File: src/rtl/cpu_ctrl_pkg.sv
// ---------------------------------------------------------------------------
// cpu_pkg: shared definitions for the CPU instruction sequencer.
//   - DATA_W          : width of memory data and instructions
//   - OP_*            : opcode values carried in ir[7:4]
//   - state_e         : sequencer state encoding
//   - ALU_*           : ALU function codes carried in ir[2:0] (shared with ALU)
//   - op_class_e      : how the sequencer treats an opcode after decode
//   - op_class()      : opcode -> class helper used by the combinational decode
// ---------------------------------------------------------------------------
package cpu_pkg;

    localparam int DATA_W = 8;

    localparam logic [3:0] OP_NOP = 4'h0;
    localparam logic [3:0] OP_LDA = 4'h1;
    localparam logic [3:0] OP_LDB = 4'h2;
    localparam logic [3:0] OP_STA = 4'h3;
    localparam logic [3:0] OP_STB = 4'h4;
    localparam logic [3:0] OP_LIM = 4'h5;
    localparam logic [3:0] OP_ALU = 4'h6;
    localparam logic [3:0] OP_MAB = 4'h7;
    localparam logic [3:0] OP_JMP = 4'h8;
    localparam logic [3:0] OP_JZ  = 4'h9;
    localparam logic [3:0] OP_HLT = 4'hF;

    localparam logic [2:0] ALU_ADD = 3'd0;
    localparam logic [2:0] ALU_SUB = 3'd1;
    localparam logic [2:0] ALU_AND = 3'd2;
    localparam logic [2:0] ALU_OR  = 3'd3;
    localparam logic [2:0] ALU_XOR = 3'd4;
    localparam logic [2:0] ALU_NOT = 3'd5;
    localparam logic [2:0] ALU_SHL = 3'd6;
    localparam logic [2:0] ALU_SHR = 3'd7;

    typedef enum logic [2:0] {
        ST_FETCH  = 3'd0,
        ST_DECODE = 3'd1,
        ST_EXEC   = 3'd2,
        ST_MEMACC = 3'd3,
        ST_HALT   = 3'd4
    } state_e;

    typedef enum logic [1:0] {
        CLS_EXEC    = 2'd0,
        CLS_MEM     = 2'd1,
        CLS_HALT    = 2'd2,
        CLS_ILLEGAL = 2'd3
    } op_class_e;

    // Classify an opcode by the state the sequencer enters after DECODE.
    function automatic op_class_e op_class(input logic [3:0] op);
        op_class_e cls;
        case (op)
            OP_NOP, OP_ALU, OP_MAB, OP_JMP, OP_JZ:  cls = CLS_EXEC;
            OP_LDA, OP_LDB, OP_STA, OP_STB, OP_LIM: cls = CLS_MEM;
            OP_HLT:                                 cls = CLS_HALT;
            default:                                cls = CLS_ILLEGAL;
        endcase
        return cls;
    endfunction

endpackage

File: src/rtl/cpu_ctrl_if.sv
// ---------------------------------------------------------------------------
// cpu_ctrl_if: memory-side bus of the instruction sequencer.
//   mem_rdata : read data, valid when mem_ack=1
//   mem_ack   : access completes this cycle
//   mem_rd    : read strobe, held until ack
//   mem_wr    : write strobe, held until ack
//   addr_sel  : 0 -> address from rP, 1 -> address from rM
//   wdata_sel : 0 -> write data from rA, 1 -> write data from rB
// master = sequencer, slave = memory/datapath side.
// ---------------------------------------------------------------------------
interface cpu_ctrl_if;
    import cpu_pkg::*;

    logic [DATA_W-1:0] mem_rdata;
    logic              mem_ack;
    logic              mem_rd;
    logic              mem_wr;
    logic              addr_sel;
    logic              wdata_sel;

    modport master (
        input  mem_rdata, mem_ack,
        output mem_rd, mem_wr, addr_sel, wdata_sel
    );

    modport slave (
        output mem_rdata, mem_ack,
        input  mem_rd, mem_wr, addr_sel, wdata_sel
    );
endinterface

File: src/rtl/cpu_ctrl_wdog.sv
// ---------------------------------------------------------------------------
// cpu_ctrl_wdog: bus-wait watchdog.
//   clk, rst : clock, asynchronous active-low reset
//   busy     : a memory strobe is currently high
//   ack      : memory acknowledges this cycle
//   timeout  : this is the WAIT_LIMIT-th waiting cycle and no ack arrived
// The counter clears whenever no access is pending or an access completes,
// which covers every entry into FETCH and MEMACC. WAIT_LIMIT=0 disables it.
// ---------------------------------------------------------------------------
module cpu_ctrl_wdog #(
    parameter int WAIT_LIMIT = 0
) (
    input  logic clk,
    input  logic rst,
    input  logic busy,
    input  logic ack,
    output logic timeout
);
    localparam int            CW     = (WAIT_LIMIT > 1) ? $clog2(WAIT_LIMIT) : 1;
    localparam logic          WD_EN  = (WAIT_LIMIT > 0) ? 1'b1 : 1'b0;
    localparam logic [CW-1:0] LIM_M1 = (WAIT_LIMIT > 0) ? CW'(WAIT_LIMIT - 1) : '0;
    localparam logic [CW-1:0] ONE    = CW'(1);

    logic [CW-1:0] cnt_r;

    // Count waiting cycles of the current access, saturating at the limit.
    always_ff @(posedge clk or negedge rst) begin
        if (!rst) begin
            cnt_r <= '0;
        end else if (!busy || ack) begin
            cnt_r <= '0;
        end else if (cnt_r != LIM_M1) begin
            cnt_r <= cnt_r + ONE;
        end else begin
            cnt_r <= cnt_r;
        end
    end

    // An ack in the limit cycle wins over the timeout.
    assign timeout = WD_EN & busy & ~ack & (cnt_r == LIM_M1);

endmodule

File: src/rtl/cpu_ctrl.sv
// ---------------------------------------------------------------------------
// cpu_ctrl: instruction sequencer in front of the CPU register block.
// Fetches an instruction at rP, decodes ir[7:4], and sequences the register
// write enables, PC control, memory strobes and datapath selects.
//   clk, rst  : clock, asynchronous active-low reset
//   bus       : memory bus (cpu_ctrl_if.master)
//   rA_zero   : rA_out == 0 from the datapath
//   a_src     : 0 -> rA_in = mem_rdata, 1 -> rA_in = ALU result
//   alu_op    : ALU function, always ir[2:0]
//   rA_we, rB_we, rM_we : register write enables (single-cycle pulses)
//   rP_inc, rP_load     : PC increment / load from rM (never together)
//   ir        : instruction register
//   halted    : core stopped (sticky until reset)
//   err       : halt caused by illegal opcode or bus timeout
// Parameters: WAIT_LIMIT (0 = no watchdog), HALT_ON_ILLEGAL (0 = illegal is NOP)
// ---------------------------------------------------------------------------
module cpu_ctrl
    import cpu_pkg::*;
#(
    parameter int WAIT_LIMIT      = 0,
    parameter bit HALT_ON_ILLEGAL = 1'b1
) (
    input  logic              clk,
    input  logic              rst,
    cpu_ctrl_if.master        bus,
    input  logic              rA_zero,
    output logic              a_src,
    output logic [2:0]        alu_op,
    output logic              rA_we,
    output logic              rB_we,
    output logic              rM_we,
    output logic              rP_inc,
    output logic              rP_load,
    output logic [DATA_W-1:0] ir,
    output logic              halted,
    output logic              err
);

    state_e            state_r;
    logic [DATA_W-1:0] ir_r;
    logic              mem_rd_r;
    logic              mem_wr_r;
    logic              addr_sel_r;
    logic              wdata_sel_r;
    logic              a_src_r;
    logic              halted_r;
    logic              err_r;

    logic [3:0]        opcode_s;
    op_class_e         op_cls_s;
    logic              busy_s;
    logic              ack_s;
    logic              timeout_s;
    logic              go_halt_s;
    logic              halt_err_s;
    logic              rA_we_s;
    logic              rB_we_s;
    logic              rM_we_s;
    logic              rP_inc_s;
    logic              rP_load_s;

    cpu_ctrl_wdog #(
        .WAIT_LIMIT (WAIT_LIMIT)
    ) u_wdog (
        .clk     (clk),
        .rst     (rst),
        .busy    (busy_s),
        .ack     (bus.mem_ack),
        .timeout (timeout_s)
    );

    // Instruction decode and access qualification; ack only counts while a strobe is up.
    always_comb begin
        opcode_s = ir_r[7:4];
        op_cls_s = op_class(opcode_s);
        busy_s   = mem_rd_r | mem_wr_r;
        ack_s    = busy_s & bus.mem_ack;
    end

    // Decide whether this cycle ends in HALT, and whether that halt is an error.
    always_comb begin
        go_halt_s  = 1'b0;
        halt_err_s = 1'b0;
        if (timeout_s) begin
            go_halt_s  = 1'b1;
            halt_err_s = 1'b1;
        end else if (state_r == ST_DECODE) begin
            case (op_cls_s)
                CLS_HALT: begin
                    go_halt_s = 1'b1;
                end
                CLS_ILLEGAL: begin
                    go_halt_s  = HALT_ON_ILLEGAL;
                    halt_err_s = HALT_ON_ILLEGAL;
                end
                default: begin
                    go_halt_s = 1'b0;
                end
            endcase
        end else begin
            go_halt_s = 1'b0;
        end
    end

    // Sequencer FSM with registered strobes, selects and status.
    always_ff @(posedge clk or negedge rst) begin
        if (!rst) begin
            state_r     <= ST_FETCH;
            ir_r        <= 8'h00;
            mem_rd_r    <= 1'b0;
            mem_wr_r    <= 1'b0;
            addr_sel_r  <= 1'b0;
            wdata_sel_r <= 1'b0;
            a_src_r     <= 1'b0;
            halted_r    <= 1'b0;
            err_r       <= 1'b0;
        end else if (go_halt_s) begin
            state_r     <= ST_HALT;
            ir_r        <= 8'h00;
            mem_rd_r    <= 1'b0;
            mem_wr_r    <= 1'b0;
            addr_sel_r  <= 1'b0;
            wdata_sel_r <= 1'b0;
            a_src_r     <= 1'b0;
            halted_r    <= 1'b1;
            err_r       <= err_r | halt_err_s;
        end else begin
            case (state_r)
                ST_FETCH: begin
                    // Strobes reset low, so the first fetch after reset raises mem_rd first.
                    if (!mem_rd_r) begin
                        mem_rd_r <= 1'b1;
                    end else if (ack_s) begin
                        ir_r     <= bus.mem_rdata;
                        mem_rd_r <= 1'b0;
                        state_r  <= ST_DECODE;
                    end
                end
                ST_DECODE: begin
                    case (op_cls_s)
                        CLS_EXEC: begin
                            state_r <= ST_EXEC;
                            a_src_r <= (opcode_s == OP_ALU);
                        end
                        CLS_MEM: begin
                            state_r     <= ST_MEMACC;
                            addr_sel_r  <= (opcode_s != OP_LIM);
                            mem_rd_r    <= (opcode_s inside {OP_LDA, OP_LDB, OP_LIM});
                            mem_wr_r    <= (opcode_s inside {OP_STA, OP_STB});
                            wdata_sel_r <= (opcode_s == OP_STB);
                        end
                        default: begin
                            // Only a non-halting illegal opcode reaches here: behave as NOP.
                            state_r  <= ST_FETCH;
                            mem_rd_r <= 1'b1;
                        end
                    endcase
                end
                ST_EXEC: begin
                    state_r  <= ST_FETCH;
                    a_src_r  <= 1'b0;
                    mem_rd_r <= 1'b1;
                end
                ST_MEMACC: begin
                    if (ack_s) begin
                        state_r     <= ST_FETCH;
                        mem_rd_r    <= 1'b1;
                        mem_wr_r    <= 1'b0;
                        addr_sel_r  <= 1'b0;
                        wdata_sel_r <= 1'b0;
                    end
                end
                ST_HALT: begin
                    state_r <= ST_HALT;
                end
                default: begin
                    // Corrupted state encoding: stop safely and flag it.
                    state_r     <= ST_HALT;
                    mem_rd_r    <= 1'b0;
                    mem_wr_r    <= 1'b0;
                    addr_sel_r  <= 1'b0;
                    wdata_sel_r <= 1'b0;
                    a_src_r     <= 1'b0;
                    halted_r    <= 1'b1;
                    err_r       <= 1'b1;
                end
            endcase
        end
    end

    // Enable pulses must coincide with the ack cycle, so they come from the
    // registered state and instruction qualified by the live ack / rA_zero.
    always_comb begin
        rA_we_s   = 1'b0;
        rB_we_s   = 1'b0;
        rM_we_s   = 1'b0;
        rP_inc_s  = 1'b0;
        rP_load_s = 1'b0;
        case (state_r)
            ST_FETCH: begin
                rP_inc_s = ack_s;
            end
            ST_EXEC: begin
                case (opcode_s)
                    OP_ALU:  rA_we_s   = 1'b1;
                    OP_MAB:  rB_we_s   = 1'b1;
                    OP_JMP:  rP_load_s = 1'b1;
                    OP_JZ:   rP_load_s = rA_zero;
                    default: rP_load_s = 1'b0;
                endcase
            end
            ST_MEMACC: begin
                if (ack_s) begin
                    case (opcode_s)
                        OP_LDA:  rA_we_s = 1'b1;
                        OP_LDB:  rB_we_s = 1'b1;
                        OP_LIM: begin
                            rM_we_s  = 1'b1;
                            rP_inc_s = 1'b1;
                        end
                        default: rA_we_s = 1'b0;
                    endcase
                end else begin
                    rA_we_s = 1'b0;
                end
            end
            default: begin
                rA_we_s = 1'b0;
            end
        endcase
    end

    assign bus.mem_rd    = mem_rd_r;
    assign bus.mem_wr    = mem_wr_r;
    assign bus.addr_sel  = addr_sel_r;
    assign bus.wdata_sel = wdata_sel_r;
    assign a_src         = a_src_r;
    assign alu_op        = ir_r[2:0];
    assign rA_we         = rA_we_s;
    assign rB_we         = rB_we_s;
    assign rM_we         = rM_we_s;
    assign rP_inc        = rP_inc_s;
    assign rP_load       = rP_load_s;
    assign ir            = ir_r;
    assign halted        = halted_r;
    assign err           = err_r;

endmodule

File: src/flat_wrapper.sv
// flat-port wrapper written by rule: the top's interface ports become plain ports
module cpu_ctrl_flat import cpu_pkg::*;
#(
    parameter int WAIT_LIMIT      = 0,
    parameter bit HALT_ON_ILLEGAL = 1'b1
)
  (clk, rst, rA_zero, a_src, alu_op, rA_we, rB_we, rM_we, rP_inc, rP_load, ir, halted, err, bus_mem_rdata, bus_mem_ack, bus_mem_rd, bus_mem_wr, bus_addr_sel, bus_wdata_sel);
  cpu_ctrl_if bus_i ();
  input  logic clk;
  input  logic rst;
  input  logic rA_zero;
  output logic a_src;
  output logic [2:0] alu_op;
  output logic rA_we;
  output logic rB_we;
  output logic rM_we;
  output logic rP_inc;
  output logic rP_load;
  output logic [DATA_W-1:0] ir;
  output logic halted;
  output logic err;
  input wire logic [$bits(bus_i.mem_rdata)-1:0] bus_mem_rdata;
  input wire logic [$bits(bus_i.mem_ack)-1:0] bus_mem_ack;
  output wire logic [$bits(bus_i.mem_rd)-1:0] bus_mem_rd;
  output wire logic [$bits(bus_i.mem_wr)-1:0] bus_mem_wr;
  output wire logic [$bits(bus_i.addr_sel)-1:0] bus_addr_sel;
  output wire logic [$bits(bus_i.wdata_sel)-1:0] bus_wdata_sel;
  assign bus_i.mem_rdata = bus_mem_rdata;
  assign bus_i.mem_ack = bus_mem_ack;
  assign bus_mem_rd = bus_i.mem_rd;
  assign bus_mem_wr = bus_i.mem_wr;
  assign bus_addr_sel = bus_i.addr_sel;
  assign bus_wdata_sel = bus_i.wdata_sel;
  cpu_ctrl #(.WAIT_LIMIT(WAIT_LIMIT), .HALT_ON_ILLEGAL(HALT_ON_ILLEGAL)) u_core (.clk(clk), .rst(rst), .bus(bus_i), .rA_zero(rA_zero), .a_src(a_src), .alu_op(alu_op), .rA_we(rA_we), .rB_we(rB_we), .rM_we(rM_we), .rP_inc(rP_inc), .rP_load(rP_load), .ir(ir), .halted(halted), .err(err));
endmodule
File: config.mk
export PLATFORM = sky130hd
export DESIGN_NAME = cpu_ctrl_flat
export DESIGN_NICKNAME = d
export VERILOG_FILES = /design/src/rtl/cpu_ctrl_pkg.sv /design/src/rtl/cpu_ctrl_if.sv /design/src/rtl/cpu_ctrl_wdog.sv /design/src/rtl/cpu_ctrl.sv /design/src/flat_wrapper.sv
export SDC_FILE = /design/constraint.sdc
export NUM_CORES = 1
export LEC_CHECK = 0
export ABC_AREA = 1
export CELL_PAD_IN_SITES_DETAIL_PLACEMENT = 0
export CELL_PAD_IN_SITES_GLOBAL_PLACEMENT = 1
export CORE_ASPECT_RATIO = 1.75
export CORE_MARGIN = 3
export CORE_UTILIZATION = 29
export DETAILED_ROUTE_END_ITERATION = 6
export PLACE_DENSITY_LB_ADDON = 0.1
export SETUP_SLACK_MARGIN = 0.4
export SLEW_MARGIN = 0
export SYNTH_ARGS = -nofsm -noshare
export SYNTH_HDL_FRONTEND = slang
export SYNTH_SLANG_ARGS = --single-unit
export TNS_END_PERCENT = 10
File: constraint.sdc
create_clock -name clk -period 1.08 [get_ports clk]
set_input_delay 0.108 -clock clk [delete_from_list [all_inputs] [get_ports clk]]
set_output_delay 0.108 -clock clk [all_outputs]
set_load 0.03 [all_outputs]
======== Word level (Yosys, flattened, before mapping) ========
Memories as Yosys holds them, arrays and structs flattened.
Index checks and enable logic that the tools add are counted.
word-level totals
  register bits after elaboration ......... 18
  memory bits (read-only) ................. 32
  bits of input ports ..................... 12
  memories ................................ 1
cells by class
  eq/ne operators ......................... 27
  mux-type cells .......................... 50
  bitwise gates (word level) .............. 3
  reduce and logical (&&, ||, !) cells .... 16
memory list
  memory            depth  bits a word  rd ports  clocked after memory_dff  write ports  RTL line            text
  (name not given)  16     2            1         0                         0            cpu_ctrl_pkg.sv:53  case (op)
operators by type and width
  operator                                       count
  2-to-1 mux 8 bit                               4
  2-to-1 mux 1 bit                               30
  == test 4 x 3 -> 1 bit, second input constant  4
  2-to-1 mux 3 bit                               4
  case mux 1 bit (2 select lines)                6
  case mux 3 bit (4 select lines)                1
  AND reduction 3 bit                            4
  != test 3 x 1 -> 1 bit, second input constant  3
  != test 3 x 2 -> 1 bit, second input constant  3
  case mux 1 bit (3 select lines)                3
  == test 4 x 2 -> 1 bit, second input constant  2
  == test 4 bit, second input constant           2
  != test 2 x 1 -> 1 bit, second input constant  4
  nonzero test 2 bit                             4
  == test 3 x 2 -> 1 bit, second input constant  2
  OR reduction 3 bit                             2
  case mux 1 bit (5 select lines)                1
  OR reduction 5 bit                             1
  == test 2 bit, second input constant           2
  == test 4 x 1 -> 1 bit, second input constant  1
  != test 4 x 3 -> 1 bit, second input constant  1
  case mux 2 bit (2 select lines)                1
  == test 3 x 1 -> 1 bit, second input constant  1
  == test 3 bit, second input constant           1
  other kinds (8)                                9

======== Logic depth before layout (Yosys ltp) ========
Gate-level depths: netlist (run 1).
An unclocked memory read counts as a cell.
  word-level depth ........................ 7
  gate-level depth with buffers ........... 9

======== Cells and area by module ========
From an unflattened synthesis (run 1), not the netlist that was laid out.
second synthesis, totals
  cell total of the unflattened synthesis .. 153
  area, all modules ....................... 1108.6 µm²
modules (own cells, without submodules)
  module         instances  cells each  area each (µm²)  sequential area each (µm²)
  cpu_ctrl       1          151         1097.3           450.4
  cpu_ctrl_wdog  1          2           11.3             0.0

======== Worst setup path after synthesis (run 1) ========
OpenSTA, ideal clock, no wires.
  path kind ............................... register to output
  start point ............................. register u_core.ir_r[7], in the netlist u_core.ir[7]
  end point ............................... output rB_we
  data arrival time ....................... 1.602 ns
  slack ................................... -0.630 ns
  cell stages (with the launch flop) ...... 4
  buffers on the path ..................... 0
  cell sequence ........................... dfrtp_1 inv_2 nand2_1 o32ai_1
on the way
  longest elaborated chain between the ends .. 4
ends and longest elaborated chain
  item                               RTL line            text
  start, declared                    cpu_ctrl.sv:40      logic [DATA_W-1:0] ir_r;
  start signal, assigned             cpu_ctrl.sv:134     ir_r <= bus.mem_rdata;
  == test 4 x 2 -> 1 bit             cpu_ctrl.sv:214     case (opcode_s)
  2-to-1 mux 1 bit                   cpu_ctrl.sv:214
  2-to-1 mux 1 bit                   cpu_ctrl.sv:213     if (ack_s) begin
  case mux 1 bit (2 select lines) *  cpu_ctrl.sv:199     case (state_r)
  end, declared                      flat_wrapper.sv:15  output logic rB_we;
Every way passes the cells marked *; elsewhere a longest branch is shown, timed or not.

======== Worst setup path after layout (run 1) ========
Same ends and word-level chain as after synthesis.

==> run summary, run 1 <==
Status = finished, violations left
Violated checks = setup timing
P_leak = 1.00 nW
Synth top area cells = dfrtp_1, nand3_1, nand2_1
Mux cell area share after synthesis = 0%
Drt total wl = 3480 um
DPL Wire Length = 2570 um
Cell area after layout = 0.00212 sq mm
Starting DRC count in detailed routing = 21
Routability cong. = 0.747
Worst EP arrival = 1.32 ns
Main combinational cell family by area after synthesis = simple AND/OR/NAND/NOR gates
Pwr Total = 0.00596 W
Worst setup path start = u_core.ir[7]
Ys async rst share = 100%
Fillers = 325
# H-tree levels = 1
Maximum vdd drop = 2050 uV
Min cycle time layout = 1.43 ns
Setup-failing EPs final = 27
Crit path buf inv count = 2
Register area share after synthesis = 41.5%
Cells after Synth = 139
Area fraction in compound gates after synthesis = 9.11%
Core footprint = 0.00350 sq mm
Skew final = 0.00112 ns
RSZ-0062 raised after global routing = true
Cell Pwr Density = 2820 mW/mm^2
CP Capture Type = output pin
Clk slew on worst S/H paths = 0.07 ns
Row cnt = 28
Met2 usage = 34.0%
Root Buffer = clkbuf_8
Layout cells sized above 1 = 59.4%
Family with the most delay on the worst path = flip-flops
HP Class = input pin to asynchronous set/reset pin
Largest net degree at the start of global routing = 19
Vias per cell = 4.63
IO Count = 35
Xor and xnor area share after synthesis = 0%
Synth cell count leaders = nand2_1, nand3_1, dfrtp_1
Largest stage delay on the critical path = 0.49 ns
CP cell instances = inv_4, nand2_4, o32ai_4, buf_6
Final setup TNS = -6.04 ns
Placed Area = 0.00171 sq mm
Most used DFF post-synth = dfrtp_1
Synthesized net count = 151
Syn Area/Cell = 7.80 sq um
Number of global-route vias before repair = 1354
R2R Setup Slk = -0.29 ns
Max-cap violations = 0
Slew Viols, Final = 0
Final WS setup = -0.353 ns
Clock buffer depth = 2
First-pass detailed-route iteration total = 4
Initial antenna violation count = 0
Die Span X = 52.2 um
Distinct cells, synth = 24
Synth Warn # = 0
Final ANT Viol Nets = 0
Die Y = 86.9 um
CP Max Fanout = 5
IO buf count = 34
First-pass GRT wire length = 6130 um
RR Startpoint = u_core.state_r[0]
Met3 Track Usage GR = 1.89%
Post-Synthesis Cell Area = 0.00108 sq mm
Clock latency on the worst-skew pair = 0.25 ns
Total GRT Usage = 17.9%
Synth Area in Simple Gates = 38.8%
Hold Vio Cnt, Final = 0
Max frequency = 0.698 GHz
Worst Setup Start Kind = flip-flop
Fin crit share = 133%
CTS tree = built
CP Class = flip-flop to output pin
Share of the synthesized area in the top cell type = 41.5%
DRC viols = 0
Worst Path Required = 0.97 ns
EDFF count, synth = 0
Ant. Diodes = 0
Adder-cell share of the synthesized area = 0%
Met1 usage = 19.5%
Die area = 0.00454 sq mm
Busiest metal layer after global routing = met2
Slew @ Worst Pin = 0.336 ns
Routed len/inst = 13.2 um
Worst path slowest cell = dfrtp_2
DR vias = 1223
Post-Place Setup Slack = -0.371 ns
GRT Residual Overflow = 0
Initial core utilization = 31.0%
Area growth, synth to finish = 95.0%
Count leader, synth = nand2_1
CTS buffer count = 3
Rel. slew slack = 77.4%
Leading area contributor after synthesis = dfrtp_1
Synthesis-stage register bit count = 18
Clock sinks = 18
Final Net Count = 232
layout by cell type (no fill, tap or decap), drive strengths merged:
cell type | synthesis | routed
nand3 | 26 | 26
o21bai | 1 | 1
clkdlybuf4s50 | 0 | 11
nor2 | 15 | 15
o22ai | 2 | 2
a21oi | 1 | 1
clkinv | 1 | 1
nand4 | 1 | 1
inv | 23 | 23
nand2 | 34 | 34
o32ai | 1 | 1
a31oi | 1 | 1
dfrtp | 18 | 18
clkbuf | 0 | 4
buf | 3 | 68
nor3 | 1 | 1
o21ai | 11 | 11
final cells by class:
class                      count  area (sq um)  share of cell area, %
clock buffer                   4          55.1                   2.60
inverter                      24           101                   4.79
multi-input combinational     94           709                   33.5
sequential                    18           460                   21.8
tap                           45          56.3                   2.66
timing repair buffer          79           733                   34.7
report_power, final:
| part | internal (W) | switching (W) | total [W] |
|---|---|---|---|
| Sequential | 0.000938 | 0.000356 | 0.00129 |
| Combinational | 0.00197 | 0.00212 | 0.00409 |
| Clock | 0.000324 | 0.000246 | 0.000570 |
| Total | 0.00323 | 0.00272 | 0.00596 |
routing by layer:
layer	routed length [um]	vias up
li1	-	607
met1	1270	589
met2	2040	23
met3	107	4
met4	60	0
met5	0	-
stage by stage:
| step | util (%) | instances | hold slack [ns] |
|---|---|---|---|
| global route | 60.4 | 264 | 0.211 |
| finish | 60.4 | 264 | 0.189 |
| CTS | 58.4 | 258 | 0.196 |
| global placement | 48.9 | 242 | 0.451 |
| detailed placement | 48.9 | 242 | 0.455 |
| floorplan | - | 139 | -0.188 |
state kept, by name, indices dropped and copies added, names as in the netlist:
register,flops
u_core.bus.wdata_sel,1
u_core.halted,1
u_core.a_src,1
u_core.bus.mem_wr,1
u_core.state_r,3
u_core.bus.mem_rd,1
u_core.ir,8
u_core.bus.addr_sel,1
u_core.err,1
path summary, 6_finish.rpt:
kind | endpoint | cells past startpoint
worst min-delay path | u_core.state_r[0] | 2
worst min register to register | u_core.err | 2
worst max register to register | u_core.ir[6] | 7
min in group clk | u_core.ir[3] | 3
worst max-delay path | rB_we | 4
max in group asynchronous | u_core.ir[5] | 2
cell families after synthesis:
kind of cell	Yosys count
buffers and inverters	27
flip-flops	18
AO/OA/AOI/OAI	17
AND/OR/NAND/NOR	77
repair_timing:
action / 4_1_cts / 5_1_grt
pin swaps: 16 / 8
cloned: 0 / 0
resized for setup: 51 / 8
buffers inserted: 12 / 6
hold buffers: 0 / 0
endpoints found under the hold margin: 0 / 0
setup endpoints to repair: 41 / 41
No activity file was read; power rests on OpenSTA's default activity.
==> run 2: changes to the inputs <==
--- a/config.mk
+++ b/config.mk
@@ -11,6 +11,7 @@
 export CORE_ASPECT_RATIO = 1.75
 export CORE_MARGIN = 3
 export CORE_UTILIZATION = 29
+export CTS_CLUSTER_DIAMETER = 100
 export DETAILED_ROUTE_END_ITERATION = 6
 export PLACE_DENSITY_LB_ADDON = 0.1
 export SETUP_SLACK_MARGIN = 0.4
==> results of run 2 <==
Final layout, timing and power as in run 1 (identical DEF).
==> run 3: changes to the inputs <==
--- a/config.mk
+++ b/config.mk
@@ -5,12 +5,11 @@
 export SDC_FILE = /design/constraint.sdc
 export NUM_CORES = 1
 export LEC_CHECK = 0
-export ABC_AREA = 1
 export CELL_PAD_IN_SITES_DETAIL_PLACEMENT = 0
 export CELL_PAD_IN_SITES_GLOBAL_PLACEMENT = 1
 export CORE_ASPECT_RATIO = 1.75
 export CORE_MARGIN = 3
-export CORE_UTILIZATION = 29
+export CORE_UTILIZATION = 30
 export CTS_CLUSTER_DIAMETER = 100
 export DETAILED_ROUTE_END_ITERATION = 6
 export PLACE_DENSITY_LB_ADDON = 0.1
@@ -19,4 +18,4 @@
 export SYNTH_ARGS = -nofsm -noshare
 export SYNTH_HDL_FRONTEND = slang
 export SYNTH_SLANG_ARGS = --single-unit
-export TNS_END_PERCENT = 10
+export TNS_END_PERCENT = 5
==> run 3 against run 2 <==
The run still ends with setup timing left. Global-route usage grew 0.16 points. Utilization down 0.94 points. Final cell count decreased by 13%. Highest routed layer unchanged.
==> run summary, run 3 <==
Status = finished, violations left
Violated checks = setup timing
Storage cell area = 454 sq um (-1.4%)
IO Count = 35 (unchanged)
Count leader, synth = dfrtp_1
Slew Viols, Final = 0 (unchanged)
Number of global-route vias before repair = 1250 (-7.7%)
Synth Warn # = 0 (unchanged)
Synthesis-stage register bit count = 18 (unchanged)
Drt total wl = 3550 um (+1.9%)
Synth top area cells = dfrtp_1, a22o_1, nor2_1
RSZ-0062 raised after global routing = true
Cells after Synth = 112 (-19%)
Post-Synthesis Cell Area = 0.00106 sq mm (-2.7%)
Crit path buf inv count = 1 (-1)
EDFF count, synth = 0 (unchanged)
Rel. slew slack = 80.1% (+2.7 points)
Ant. Diodes = 0 (unchanged)
Largest net degree at the start of global routing = 19 (unchanged)
Skew final = 0.00638 ns (+0.00525 ns)
CP Max Fanout = 4 (-1)
CTS buffer count = 3 (unchanged)
Final ANT Viol Nets = 0 (unchanged)
Share of the synthesized area in the top cell type = 42.7% (+1.1 points)
Routed len/inst = 15.5 um (+18%)
Setup-failing EPs final = 26 (-3.7%)
Post-Place Setup Slack = -0.497 ns (-0.126 ns)
Initial core utilization = 32.2% (+1.3 points)
Vias per cell = 4.97 (+7.4%)
Cell area after layout = 0.00195 sq mm (-7.9%)
Maximum vdd drop = 1610 uV (-21%)
CTS tree = built
Register area share after synthesis = 42.7% (+1.1 points)
Largest stage delay on the critical path = 0.41 ns (-0.08 ns)
DR vias = 1139 (-6.9%)
Initial antenna violation count = 0 (unchanged)
Synth cell count leaders = dfrtp_1, nor2_1, a22o_1
Final Hold Slack = 0.180 ns (-0.00922 ns)
Area growth, synth to finish = 84.5%
Ys async rst share = 100% (unchanged)
Cts-stage hold buffer count = 0 (unchanged)
CP Capture Type = output pin
Final core utilization = 59.5% (-0.94 points)
First-pass GRT wire length = 5840 um (-4.6%)
Fillers = 317 (-2.5%)
Routability cong. = 0.828 (+11%)
Cell Pwr Density = 2950 mW/mm^2 (+4.7%)
Worst Path Required = 0.97 ns (about the same)
Slew @ Worst Pin = 0.294 ns (-0.0425 ns)
GRT Residual Overflow = 0 (unchanged)
Distinct cells, synth = 37 (+54%)
Row cnt = 27 (-3.6%)
IO buf count = 34 (unchanged)
CP Class = flip-flop to output pin
Max-cap violations = 0 (unchanged)
Clock sinks = 18 (unchanged)
Synthesized net count = 124 (-18%)
Worst path slowest cell = dfrtp_1
Commonest non-fill, non-tap cells in the layout = buf_4, buf_6, dfrtp_1, clkdlybuf4s50_1, a22o_1
Clock latency on the worst-skew pair = 0.26 ns (about the same)
Final WS setup = -0.589 ns (-0.236 ns)
Footprint of the multi-input gates = 613 sq um (-14%)
Die area = 0.00430 sq mm (-5.4%)
P_leak = 0.908 nW (-9.5%)
Commonest non-fill, non-tap cell in the layout = buf_4
Final Net Count = 199 (-14%)
HP Class = input pin to asynchronous set/reset pin
Min cycle time layout = 1.67 ns (+0.236 ns)
Clock buffer depth = 2 (unchanged)
CP cell instances = and2b_2, nand3_2, o31a_1, nor3_4, buf_6
Family with the most delay on the worst path = simple AND/OR/NAND/NOR gates
Hold Vio Cnt, Final = 0 (unchanged)
Die Y = 84.5 um (-2.8%)
First-pass detailed-route iteration total = 4 (unchanged)
Worst EP arrival = 1.56 ns (+0.24 ns)
Fin crit share = 154% (+22 points)
Total GRT Usage = 18.0% (+0.16 points)
Syn Area/Cell = 9.43 sq um (+21%)
Starting DRC count in detailed routing = 13 (-38%)
Placed Area = 0.00168 sq mm (-1.7%)
Max frequency = 0.599 GHz (-14%)
Max FFs per register = 8 (unchanged)
Root Buffer = clkbuf_8
Leading area contributor after synthesis = dfrtp_1
Layout cells sized above 1 = 53.2% (-6.1 points)
Core footprint = 0.00328 sq mm (-6.5%)
Pwr Total = 0.00574 W (-3.6%)
DPL Wire Length = 2650 um (+3.2%)
Die Span X = 50.9 um (-2.7%)
Most used DFF post-synth = dfrtp_1
Worst Setup Start Kind = flip-flop
Clk slew on worst S/H paths = 0.08 ns (about the same)
DRC viols = 0 (unchanged)
# H-tree levels = 1 (unchanged)
==> run 3: cell count changes after synthesis, moves of 5 or more <==
cell / change
a22o_1: +9
a21oi_1: +5
nand2_1: -22
inv_1: -11
nand3_1: -19
o21ai_1: -8
inv_2: -7
==> run 3: what timing repair did <==
| item | CTS | global route |
|---|---|---|
| setup buffers | 5 | 0 |
| setup endpoints to repair | 41 | 41 |
| resized for setup | 35 | 12 |
| pin swaps | 7 | 3 |
==> run 3: stage by stage <==
stage	TNS [ns]	instances
2_1_floorplan	-7.28	112
3_3_place_gp	-7.64	220
3_5_place_dp	-7.69	220
4_1_cts	-9.17	229
5_1_grt	-10.97	229
6_report	-8.98	229
==> run 3: cell families (layout without fill, tap and decap cells) <==
logic type | after synthesis | count (layout) | synth area share [%]
buf+inv | 15 | 89 | 7.58
simple gates | 41 | 41 | 20.4
compound gates | 35 | 35 | 26.1
mux | 3 | 3 | 3.32
flops | 18 | 18 | 42.7
==> run 3: final timing paths <==
kind	from	end	slack, ns	depth (start not counted)
min reg2reg	u_core.err	u_core.err	0.50	1
min	rst	u_core.a_src	0.18	2
max	u_core.state_r[2]	rB_we	-0.59	5
max reg2reg	u_core.ir[7]	u_core.bus.addr_sel	-0.48	5
max in group asynchronous	rst	u_core.ir[6]	0.67	2
min in group clk	bus_mem_rdata[6]	u_core.ir[6]	0.45	2
==> run 3: layout make-up <==
class / instances / share of cell area (%)
clock buffer: 4 / 2.83
multi-input combinational: 79 / 31.5
sequential: 18 / 23.3
inverter: 4 / 0.771
timing repair buffer: 81 / 38.9
tap: 43 / 2.76
==> run 3: report_power, final <==
part           switching [W]  total (W)  leakage (nW)  internal, W
Combinational        0.00194    0.00393         0.659      0.00199
Sequential          0.000281    0.00123         0.220     0.000947
Clock               0.000259   0.000584        0.0288     0.000325
==> run 3: metal layers <==
layer,GRT usage (%),part of all wire [%],vias to the layer above
met2,34.9,58,26
met4,7.60,2.1,0
li1,-,-,556
met1,18.6,37,550
met3,1.95,2.7,7
met5,0,0,-
==> run 3: worst register-to-register path, cell delays in order, from the launching register on <==
cell and delay [ns]:
dfrtp_2 0.42, buf_6 0.13, nand2b_1 0.15, o2bb2ai_2 0.14, a211o_1 0.31, mux2_4 0.31
